==> src/rtl/tut_nios_oci_dct_monitor.sv <==
// OCI trace capture FIFO (first-word-fall-through, 1-cycle capture latency) with valid/ready drain; drops counted when full.
// Optional per-entry timestamps: define TUT_NIOS_OCI_MON_TIMESTAMP_EN.
module tut_nios_oci_dct_monitor #(
  parameter int DCT_WIDTH   = 30,
  parameter int COUNT_WIDTH = 4,
  parameter int DEPTH       = 16,
  parameter int TS_WIDTH    = 16
) (
  input  logic                             clk,
  input  logic                             reset_n,
  input  logic [DCT_WIDTH-1:0]             dct_buffer,
  input  logic [COUNT_WIDTH-1:0]           dct_count,
  input  logic                             dct_valid,
  input  logic                             test_ending,
  input  logic                             test_has_ended,
  output logic                             mon_valid,
  input  logic                             mon_ready,
  output logic [DCT_WIDTH+COUNT_WIDTH-1:0] mon_data,
  output logic [TS_WIDTH-1:0]              mon_ts,
  output logic                             mon_last,
  output logic [$clog2(DEPTH):0]           fill_level,
  output logic [15:0]                      overflow_cnt,
  output logic                             done
);

  localparam int AW = $clog2(DEPTH);
  localparam int DW = DCT_WIDTH + COUNT_WIDTH;
  localparam logic [AW:0] FULL_LVL = (AW+1)'(DEPTH);
  localparam logic [AW:0] PTR_ONE  = (AW+1)'(1);

  typedef enum logic [1:0] {
    RUN   = 2'b00,
    DRAIN = 2'b01,
    ENDED = 2'b10
  } state_t;

  state_t state, state_nxt;

  logic [AW:0]   wr_ptr, rd_ptr, count;
  logic [AW-1:0] wr_idx, rd_idx;
  logic [DW-1:0] mem [DEPTH];
  logic          full, empty, push_req, push_ok, pop, drop;

  // Extra pointer bit makes full (count==DEPTH) distinct from empty.
  assign count  = wr_ptr - rd_ptr;
  assign wr_idx = wr_ptr[AW-1:0];
  assign rd_idx = rd_ptr[AW-1:0];
  assign full   = (count == FULL_LVL);
  assign empty  = (count == '0);

  // A hard stop overrides any push or pop in the same cycle.
  assign push_req = (state == RUN) && dct_valid && (dct_count != '0) && !test_has_ended;
  assign pop      = mon_valid && mon_ready && !test_has_ended;
  assign push_ok  = push_req && (!full || pop);
  assign drop     = push_req && full && !pop;

  always_ff @(posedge clk or negedge reset_n) begin
    if (!reset_n) begin
      state <= RUN;
    end else begin
      state <= state_nxt;
    end
  end

  always_comb begin
    state_nxt = state;
    case (state)
      RUN: begin
        if (test_has_ended)   state_nxt = ENDED;
        else if (test_ending) state_nxt = DRAIN;
      end
      DRAIN: begin
        if (test_has_ended || empty) state_nxt = ENDED;
      end
      ENDED:   state_nxt = ENDED;
      default: state_nxt = ENDED;
    endcase
  end

  always_ff @(posedge clk or negedge reset_n) begin
    if (!reset_n) begin
      wr_ptr <= '0;
      rd_ptr <= '0;
    end else if (test_has_ended) begin
      wr_ptr <= '0;
      rd_ptr <= '0;
    end else begin
      if (push_ok) wr_ptr <= wr_ptr + PTR_ONE;
      if (pop)     rd_ptr <= rd_ptr + PTR_ONE;
    end
  end

  always_ff @(posedge clk or negedge reset_n) begin
    if (!reset_n) begin
      overflow_cnt <= '0;
    end else if (drop && (overflow_cnt != 16'hFFFF)) begin
      overflow_cnt <= overflow_cnt + 16'd1;
    end
  end

  always_ff @(posedge clk) begin
    if (push_ok) mem[wr_idx] <= {dct_count, dct_buffer};
  end

`ifdef TUT_NIOS_OCI_MON_TIMESTAMP_EN
  logic [TS_WIDTH-1:0] ts_cnt;
  logic [TS_WIDTH-1:0] ts_mem [DEPTH];

  always_ff @(posedge clk or negedge reset_n) begin
    if (!reset_n) begin
      ts_cnt <= '0;
    end else begin
      ts_cnt <= ts_cnt + TS_WIDTH'(1);
    end
  end

  always_ff @(posedge clk) begin
    if (push_ok) ts_mem[wr_idx] <= ts_cnt;
  end

  assign mon_ts = mon_valid ? ts_mem[rd_idx] : '0;
`else
  assign mon_ts = '0;
`endif

  // Unreset storage is masked so the head reads zero whenever nothing is held.
  assign mon_valid  = !empty;
  assign mon_data   = mon_valid ? mem[rd_idx] : '0;
  assign mon_last   = mon_valid && (state == DRAIN) && (count == PTR_ONE);
  assign fill_level = count;
  assign done       = (state == ENDED);

endmodule

==> config.mk <==
export PLATFORM = sky130hd
export DESIGN_NAME = tut_nios_oci_dct_monitor
export DESIGN_NICKNAME = d
export VERILOG_FILES = /design/src/rtl/tut_nios_oci_dct_monitor.sv
export SDC_FILE = /design/constraint.sdc
export NUM_CORES = 1
export LEC_CHECK = 0
export ABC_AREA = 1
export BUFFER_PORTS_ARGS = -buffer_cell sky130_fd_sc_hd__buf_2
export CAP_MARGIN = 40
export CELL_PAD_IN_SITES_DETAIL_PLACEMENT = 1
export CELL_PAD_IN_SITES_GLOBAL_PLACEMENT = 2
export CORE_UTILIZATION = 39
export CTS_CLUSTER_DIAMETER = 50
export DETAILED_ROUTE_END_ITERATION = 12
export PLACE_DENSITY = 0.84
export RECOVER_POWER = 50
export SYNTH_ARGS = -nofsm -noshare
export SYNTH_HDL_FRONTEND = slang
export SYNTH_SLANG_ARGS = --single-unit
==> constraint.sdc <==
create_clock -name clk -period 4.7 [get_ports clk]
set_input_delay 0 -clock clk [delete_from_list [all_inputs] [get_ports clk]]
set_output_delay 0 -clock clk [all_outputs]
set_load 0.1 [all_outputs]
==> flow_summary.json, run 1 <==
{
  "status": "finished, violations left",
  "failed_checks": "DRC, capacitance limit, slew limit",
  "crit_path_max_incr_delay_ns": 0.71,
  "pin_count": 114,
  "die_x_um": 247,
  "final-max-slew-violation-count": 26,
  "wl_um": 65800,
  "fin_area_um2": 27800,
  "ctsResizeCount": 0,
  "critPathKind": "reg2out",
  "intPower_mw": 10.8,
  "synth_top_area_cell": "edfxtp_1",
  "synth_cells": 1855,
  "drt_iter0_drc": 1176,
  "dp_hpwl_um": 36700,
  "reg2reg_to": "rd_ptr[4]",
  "setup_viol": 0,
  "synth.avg_cell_area_um2": 12.6,
  "crit_fanout": 148,
  "maxCapViolCount": 1,
  "yosysWarningCount": 0,
  "dieHeight_um": 247,
  "grt_pass1_vias": 16700,
  "synth-async-reset-ratio_pct": 4.90,
  "post_drt_wl_per_cell_um": 23.4,
  "report.final.hold_viol_count": 0,
  "clk_pin_slew_ns": 0.05,
  "yosys-top-cells-area": "edfxtp_1 (70%), nand2_1 (8.6%), a21oi_1 (3.8%), dfrtp_1 (3.0%), nand3_1 (2.4%)",
  "synth_common_cells": "edfxtp_1 (544), nand2_1 (534), a21oi_1 (176)",
  "clockPowerShare_pct": 28.3,
  "worstPathRequired_ns": 4.70,
  "hold_end": "state[0]",
  "gp_congestion": 0.815,
  "fin_util_pct": 47.1,
  "initial_core_util_pct": 39.5,
  "power_switching_share_pct": 40.8,
  "core_um2": 59100,
  "root_buffer": "clkbuf_16",
  "finClkSkew_ns": 0.0151,
  "final_antenna_net_count": 0,
  "p_switching_mw": 7.41,
  "yosysMostFrequentCell": "edfxtp_1",
  "ys.flop_type": "edfxtp_1",
  "drive_gt1_share_pct": 10.2,
  "first_pass_iters": 9,
  "hold_depth": 4,
  "die_area_um2": 60900,
  "synthToLayoutAreaGrowth_pct": 19.2,
  "vias": 15700,
  "critPathSlowestCell": "inv_8",
  "start_kind": "flop",
  "cts_max_level": 3,
  "r2r_slack_ns": 0.69,
  "whs_ns": 0.180,
  "synth_seq_cells": 572,
  "p_per_area_nw_per_um2": 653,
  "syn_area_um2": 23400,
  "cts_tree": "done",
  "grt_overflow": 0,
  "antenna_found_initial": 0,
  "worstSkewPairLatency_ns": 0.61,
  "yosysUniqueCellTypes": 31,
  "cts_setup_buffers": 0,
  "cp_data_arrival_time_ns": 4.09,
  "clkSinkCount": 572,
  "cp-end-kind": "output port",
  "fillers": 6037,
  "sequentialPowerShare_pct": 30.8,
  "grt_max_degree": 203,
  "drcViolationCount": 13,
  "cts_buffers": 68,
  "antenna_cells": 0,
  "fin_setup_tns_ns": 0,
  "period_share_pct": 87.0,
  "placed_area_um2": 25300,
  "p_leak_nw": 9.89,
  "slew_headroom_pct": -1.19,
  "worst_slew_pin_slew_ns": 1.52,
  "finish.net_count": 2041,
  "clock.fmax_mhz": 245,
  "clockBufferDepth": 3,
  "reg2reg_from": "wr_ptr[0]",
  "grt_usage_pct": 21.9,
  "reg2reg_depth": 12,
  "rsz0062_at_grt": "false",
  "yosys.area.top_type_share_pct": 69.9,
  "worstHoldStart": "test_ending",
  "comb_power_share_pct": 40.9,
  "critPathLaunch": "rd_ptr[0]",
  "grt_first_pass_wirelength_um": 99600,
  "io_buffers": 97,
  "synth-edff-count": 544,
  "ir_worst_vdd_mv": 0.785,
  "hold_path.class": "in2reg",
  "via_per_inst": 5.59,
  "std_cell_rows": 89,
  "period_needed_ns": 4.09,
  "path_cells": "buf_4 -> inv_8 -> buf_4 -> nand2_1 -> a22oi_1 -> nand2_1 -> nand3_1 -> o211ai_1 -> nor2_1 -> buf_12",
  "synth_seq_area_share_pct": 72.9
}
## worst max path at each step
stage,slack [ns],cells past startpoint,endpoint
floorplan,-0.96,12,mem[0][0]
global placement,0.88,12,mem[1][10]
detailed placement,1.30,10,mon_data[12]
CTS,0.64,10,mon_data[12]
global route,0.44,12,rd_ptr[4]
finish,0.61,10,mon_data[12]
## cells by family after synthesis
kind of cell    share of synthesized area, %
compound gates                          9.37
xor+xnor                               0.787
fa+ha+maj                              0.621
buf+inv                                 3.15
flops                                   72.9
other cells                           0.0161
simple gates                            13.1
## registers in the layout, indices dropped and copies added, names as in the netlist
signal and cells:
overflow_cnt 16, state 2, mem 544, wr_ptr 5
rd_ptr 5
## cell type report
cell class	count	area [um2]	share of cell area [%]
clock buffers	84	1780	6.40
clock inverters	36	400	1.44
inverters	38	155	0.557
multi-input cells	1127	5720	20.6
flip-flops and latches	572	17000	61.2
well taps	773	967	3.47
repair buffers	183	1770	6.36
## per-layer routing
metal	part of all wire [%]	global-route usage, %	vias up
met5	0	0	-
met4	2.2	7.30	0
met3	5.9	3.47	97
met2	50	37.4	513
met1	42	28.5	8076
li1	-	-	7030
## timing repair
action                                 in CTS  in global routing
endpoints found under the hold margin     592                  0
setup endpoints to repair                   0                  0
hold buffers                               43                  0
## cell usage in the layout, fill, tap and decap left out, types with 10 or more instances in the layout
cell | Yosys | final
edfxtp_1 | 544 | 544
nand2_1 | 534 | 533
a21oi_1 | 176 | 176
nand3_1 | 110 | 110
clkbuf_1 | 73 | 73
clkbuf_16 | 0 | 69
a22oi_1 | 51 | 51
nor2_1 | 53 | 51
dlygate4sd3_1 | 0 | 42
buf_12 | 0 | 40
buf_4 | 18 | 38
o211ai_1 | 35 | 35
a32oi_1 | 34 | 34
a32o_1 | 34 | 34
inv_1 | 35 | 33
dfrtp_1 | 28 | 25
nand4_1 | 19 | 20
xor2_1 | 17 | 17
conb_1 | 1 | 16
nor3_2 | 0 | 14
clkinv_1 | 1 | 11
ha_1 | 10 | 10
## critical path: cells and delay by family (launching register included)
family | cells | cell delay [ns]
flip-flops | 1 | 0.47
buffers and inverters | 4 | 1.76
AO/OA/AOI/OAI | 2 | 0.43
AND/OR/NAND/NOR | 4 | 0.60
## per-stage QoR
step	power (mW)	cells	setup WS, ns
after floorplan	10.6	1870	-0.962
after global placement	13.0	2647	0.879
after detailed placement	13.2	2650	1.30
after CTS	18.4	2813	0.641
after global routing	18.9	2813	0.439
final	18.2	2813	0.610
## power by group through the flow
stage | clock network (mW) | logic [mW] | registers (mW)
after floorplan | 0 | 4.88 | 5.70
after global placement | 0 | 7.33 | 5.70
after detailed placement | 0 | 7.45 | 5.70
after CTS | 5.24 | 7.53 | 5.59
after global routing | 5.41 | 7.85 | 5.60
final | 5.14 | 7.44 | 5.60
(Power assumes the default switching activity.)
==> run 2: changes to the inputs <==
- RECOVER_POWER: 50 -> 25
==> run 2 against run 1 <==
- the flow finishes with violations (DRC)
- power increased by 0.13%
- sequential power about the same
- clock power about the same
==> flow_summary.json, run 2 (synthesis results as in run 1) <==
{
  "grt_usage_pct": 21.9,
  "top_layer_used": "met4",
  "setup_viol": 0,
  "layout_commonest_cell": "edfxtp_1",
  "grt_max_degree": 203,
  "placed_area_um2": 25300,
  "hold_path.class": "in2reg",
  "grt_pass1_vias": 16700,
  "top_regs": "mem (544), overflow_cnt (16)",
  "p_leak_nw": 10.0,
  "wl_um": 65900,
  "via_per_inst": 5.58,
  "cts_buffers": 68,
  "cts_tree": "done",
  "critPathKind": "reg2out",
  "path_buf_inv": 4,
  "grt_first_pass_wirelength_um": 99600,
  "dp.cells": 2650,
  "period_needed_ns": 4.09,
  "power.total_mw": 18.2,
  "crit_fanout": 148,
  "first_pass_iters": 11,
  "core_um2": 59100,
  "fillers": 6021,
  "drt-met1-wl_um": 27800,
  "slew_headroom_pct": 35.2,
  "gp_congestion": 0.815,
  "fin_area_um2": 27900,
  "met3_length_um": 3550,
  "drive_gt1_share_pct": 12.1,
  "cts_max_level": 3,
  "clockBufferDepth": 3,
  "cp_top_family": "buffers and inverters",
  "root_buffer": "clkbuf_16",
  "dieHeight_um": 247,
  "post_drt_wl_per_cell_um": 23.4,
  "worstSkewPairLatency_ns": 0.61,
  "drt_iter0_drc": 1183,
  "initial_core_util_pct": 39.5,
  "clk_pin_slew_ns": 0.05,
  "clock.fmax_mhz": 244,
  "period_share_pct": 87.1,
  "report.final.hold_viol_count": 0,
  "critPathSlowestCell": "inv_8",
  "vias": 15700,
  "final-max-slew-violation-count": 0,
  "largest_reg_flops": 544,
  "finClkSkew_ns": 0.0141,
  "drcViolationCount": 12,
  "ir_worst_vdd_mv": 0.766,
  "io_buffers": 97,
  "start_kind": "flop",
  "worst_slew_pin_slew_ns": 0.972,
  "rsz0062_at_grt": "false",
  "pin_count": 114,
  "path_cells": "buf_4 -> inv_8 -> buf_4 -> nand2_1 -> a22oi_1 -> nand2_1 -> nand3_1 -> o211ai_1 -> nor2_1 -> buf_12",
  "antenna_cells": 0,
  "p_per_area_nw_per_um2": 652,
  "antenna_found_initial": 0,
  "crit_path_max_incr_delay_ns": 0.73,
  "final_antenna_net_count": 0,
  "synthToLayoutAreaGrowth_pct": 19.5,
  "die_area_um2": 60900,
  "clkSinkCount": 572,
  "dr_wl_met2_um": 33100,
  "failed_checks": "DRC",
  "maxCapViolCount": 0,
  "die_x_um": 247,
  "std_cell_rows": 89,
  "layoutNonFillerInstCount": 2813,
  "status": "finished, violations left",
  "finish.net_count": 2041,
  "whs_ns": 0.180,
  "dp_hpwl_um": 36700,
  "grt_overflow": 0,
  "cts_setup_buffers": 0,
  "worstPathRequired_ns": 4.70,
  "cp_data_arrival_time_ns": 4.09,
  "top_register": "mem",
  "cp-end-kind": "output port",
  "final_cell_mix": "edfxtp_1 (544), nand2_1 (533), a21oi_1 (176), nand3_1 (110), clkbuf_16 (69)"
}
run 2: metal layers:
layer / vias to the layer above / global-route usage, %
met2: 485 / 37.4
met1: 8099 / 28.5
li1: 7028 / -
met5: - / 0
met4: 0 / 7.30
met3: 96 / 3.47
run 2: area by class of cell:
| class | instances | area [um2] | area share (%) |
|---|---|---|---|
| clock buffers | 84 | 1780 | 6.39 |
| flip-flops and latches | 572 | 17000 | 61.0 |
| repair buffers | 183 | 1830 | 6.57 |
| clock inverters | 36 | 400 | 1.43 |
| inverters | 38 | 155 | 0.556 |
| multi-input cells | 1127 | 5740 | 20.5 |
| well taps | 773 | 967 | 3.46 |
run 2: per-stage QoR:
step / util [%] / TNS, ns / worst slack (ns)
after floorplan: - / -491.15 / -0.962
after global placement: 42.7 / 0 / 0.879
after detailed placement: 42.8 / 0 / 1.30
after CTS: 47.3 / 0 / 0.641
after global routing: 47.2 / 0 / 0.460
final: 47.2 / 0 / 0.606
run 2: worst paths after layout:
path / to / slack [ns] / start / depth (start not counted)
hold / removal: state[0] / 0.18 / test_ending / 4
max in group asynchronous: rd_ptr[2] / 3.98 / reset_n / 4
setup reg to reg: rd_ptr[4] / 0.90 / wr_ptr[0] / 12
hold reg to reg: overflow_cnt[15] / 0.51 / overflow_cnt[15] / 2
min in group asynchronous: wr_ptr[1] / 0.32 / reset_n / 3
setup / recovery: mon_data[12] / 0.61 / rd_ptr[0] / 10
run 2: report_power, final:
part / internal, mW / switching (mW) / total [mW]
Sequential: 5.59 / 0.00702 / 5.60
Clock: 3.02 / 2.12 / 5.14
Combinational: 2.17 / 5.29 / 7.46
Total: 10.8 / 7.42 / 18.2
run 2: worst reg2reg max path, delay by kind of cell (launching register included):
| family | cells | cell delay, ns |
|---|---|---|
| xor gates and xnor gates | 1 | 0.44 |
| buffers and inverters | 4 | 1.30 |
| adders and majority gates | 2 | 0.55 |
| and+or+nand+nor | 4 | 0.90 |
| DFF | 1 | 0.42 |
| AOI/OAI and AO/OA | 1 | 0.07 |
run 2: timing repair:
item                                   CTS  global route
hold buffers                            43             0
gates resized for setup                  0             0
endpoints found under the hold margin  592             0
==> run 3: changes to the inputs <==
- RECOVER_POWER: 25 -> default
- clock period: 4.7 -> 3.6 ns (I/O delays scaled with it)
==> run 3 against run 2 <==
- the run ends with DRC, hold timing left
- cell area rose by 2.0%
- clock-buffer cell count fell by 3
- highest routed layer unchanged
- sequential power rose by 31%
- critical path depth did not move
- wire length fell by 1.3%
==> flow_summary.json, run 3 (synthesis results as in run 1) <==
{
  "period_needed_ns": 3.55,
  "critPathLaunch": "rd_ptr[0]",
  "reg2reg_depth": 12,
  "antenna_found_initial": 1,
  "fillers": 5920,
  "dp_hpwl_um": 37100,
  "start_kind": "flop",
  "worstPathRequired_ns": 3.60,
  "final_cell_mix": "edfxtp_1 (544), nand2_1 (532), a21oi_1 (171), nand3_1 (108), clkbuf_16 (68)",
  "grt_first_pass_wirelength_um": 100000,
  "root_buffer": "clkbuf_16",
  "largest_reg_flops": 544,
  "drcViolationCount": 12,
  "die_x_um": 247,
  "final-max-slew-violation-count": 0,
  "report.final.hold_viol_count": 14,
  "layout_commonest_cell": "edfxtp_1",
  "pin_count": 114,
  "top_register": "mem",
  "p_leak_nw": 10.3,
  "fin_setup_tns_ns": 0,
  "dp.cells": 2659,
  "io_buffers": 97,
  "gp_congestion": 0.782,
  "final_antenna_net_count": 0,
  "seq_area_um2": 17000,
  "whs_ns": -0.0177,
  "rsz0062_at_grt": "false",
  "cp_data_arrival_time_ns": 3.55,
  "crit_fanout": 139,
  "grt_overflow": 0,
  "critPathKind": "reg2out",
  "post_drt_wl_per_cell_um": 23.1,
  "cts_setup_buffers": 0,
  "ir_worst_vdd_mv": 0.884,
  "cp_top_family": "buffers and inverters",
  "synthToLayoutAreaGrowth_pct": 21.9,
  "placed_area_um2": 25800,
  "vias": 15700,
  "initial_core_util_pct": 39.5,
  "worst_slew_pin_slew_ns": 0.876,
  "setup_ws_ns": 0.0515,
  "cts_tree": "done",
  "status": "finished, violations left",
  "worstSetupPathDepth": 10,
  "antenna_cells": 0,
  "crit_path_max_incr_delay_ns": 0.50,
  "critPathSlowestCell": "dfrtp_4",
  "maxCapViolCount": 0,
  "std_cell_rows": 89,
  "path_buf_inv": 4,
  "reg2reg_to": "mem[8][29]",
  "clk_pin_slew_ns": 0.06,
  "grt_max_degree": 140,
  "grt_usage_pct": 21.8,
  "core_um2": 59100,
  "period_share_pct": 98.6,
  "pre_cts_slack_ns": 0.500,
  "top_regs": "mem (544), overflow_cnt (16)",
  "layoutNonFillerInstCount": 2818,
  "critPathCapture": "mon_data[3]",
  "wl_um": 65000,
  "worstSkewPairLatency_ns": 0.61,
  "power.total_mw": 24.3,
  "die_area_um2": 60900,
  "finClkSkew_ns": 0.0331,
  "cts_max_level": 3,
  "hold_path.class": "in2async",
  "reg2reg_from": "wr_ptr[0]",
  "cpMostUsedCell": "nand2_1",
  "clkSinkCount": 572,
  "grt_pass1_vias": 16800,
  "drive_gt1_share_pct": 15.9,
  "multi_input_area_um2": 6080,
  "via_per_inst": 5.57,
  "clock.fmax_mhz": 282,
  "setup_viol": 0,
  "failed_checks": "DRC, hold timing",
  "first_pass_iters": 9,
  "slew_headroom_pct": 41.6,
  "clockBufferDepth": 3,
  "cp-end-kind": "output port",
  "fin_area_um2": 28500,
  "r2r_slack_ns": 0.53,
  "cts_buffers": 66,
  "drt_iter0_drc": 1125,
  "path_cells": "buf_12 -> inv_8 -> buf_4 -> nand2_1 -> a22oi_1 -> nand2_1 -> nand3_1 -> o211ai_1 -> a21oi_2 -> buf_2",
  "dieHeight_um": 247,
  "fin_util_pct": 48.1,
  "p_per_area_nw_per_um2": 855,
  "finish.net_count": 2045
}
## run 3: cell count changes in the layout (fill, tap and decap cells not counted), sizes merged
cell,before,now
buf,120,148
clkinv,20,22
dlygate4sd3,42,40
clkbuf,105,82
clkinvlp,5,3
bufinv,5,7
## run 3: how the worst min path moves through the flow
stage | endpoint | slack, ns | depth (start not counted)
floorplan | overflow_cnt[0] | -0.30 | 0
detailed placement | overflow_cnt[5] | 0.1 | 1
global route | overflow_cnt[2] | 0.05 | 2
global placement | overflow_cnt[5] | 0.08 | 1
finish | overflow_cnt[4] | -0.02 | 2
CTS | overflow_cnt[7] | 0.001 | 2
## run 3: timing repair
| action | 4_1_cts | 5_1_grt |
|---|---|---|
| hold buffers | 40 | 0 |
| endpoints found under the setup margin | 0 | 28 |
| resized for setup | 0 | 3 |
| hold endpoints to repair | 595 | 0 |
## run 3: layer usage
layer  vias up  wire length, um  global-route usage (%)
li1       7042                -                       -
met1      8046            28000                    29.3
met2       497            31800                    36.0
met3       108             3700                    3.82
met4         0             1530                    6.95
met5         -                0                       0
## run 3: worst reg2reg max path, cell delays in order, from the launching register on
cell and delay (ns):
dfrtp_1 0.42, inv_1 0.15, ha_1 0.16, inv_1 0.07, fa_2 0.40, xnor2_2 0.22
nand3_1 0.17, nor2_1 0.06, o211ai_1 0.13, nand2_2 0.10, buf_12 0.19, nor3_4 0.18
buf_4 0.43
## run 3: layout make-up
class | count | share of cell area [%]
clock inverters | 38 | 1.51
inverters | 38 | 0.567
well taps | 773 | 3.40
flip-flops and latches | 572 | 59.9
multi-input cells | 1127 | 21.4
clock buffers | 81 | 6.29
repair buffers | 189 | 6.98
## run 3: where the power goes
part	internal (mW)	leakage, nW	total [mW]	switching [mW]
combinational	3.05	3.97	10.2	7.14
sequential	7.29	5.27	7.31	0.0133
clock	4.09	1.09	6.83	2.74
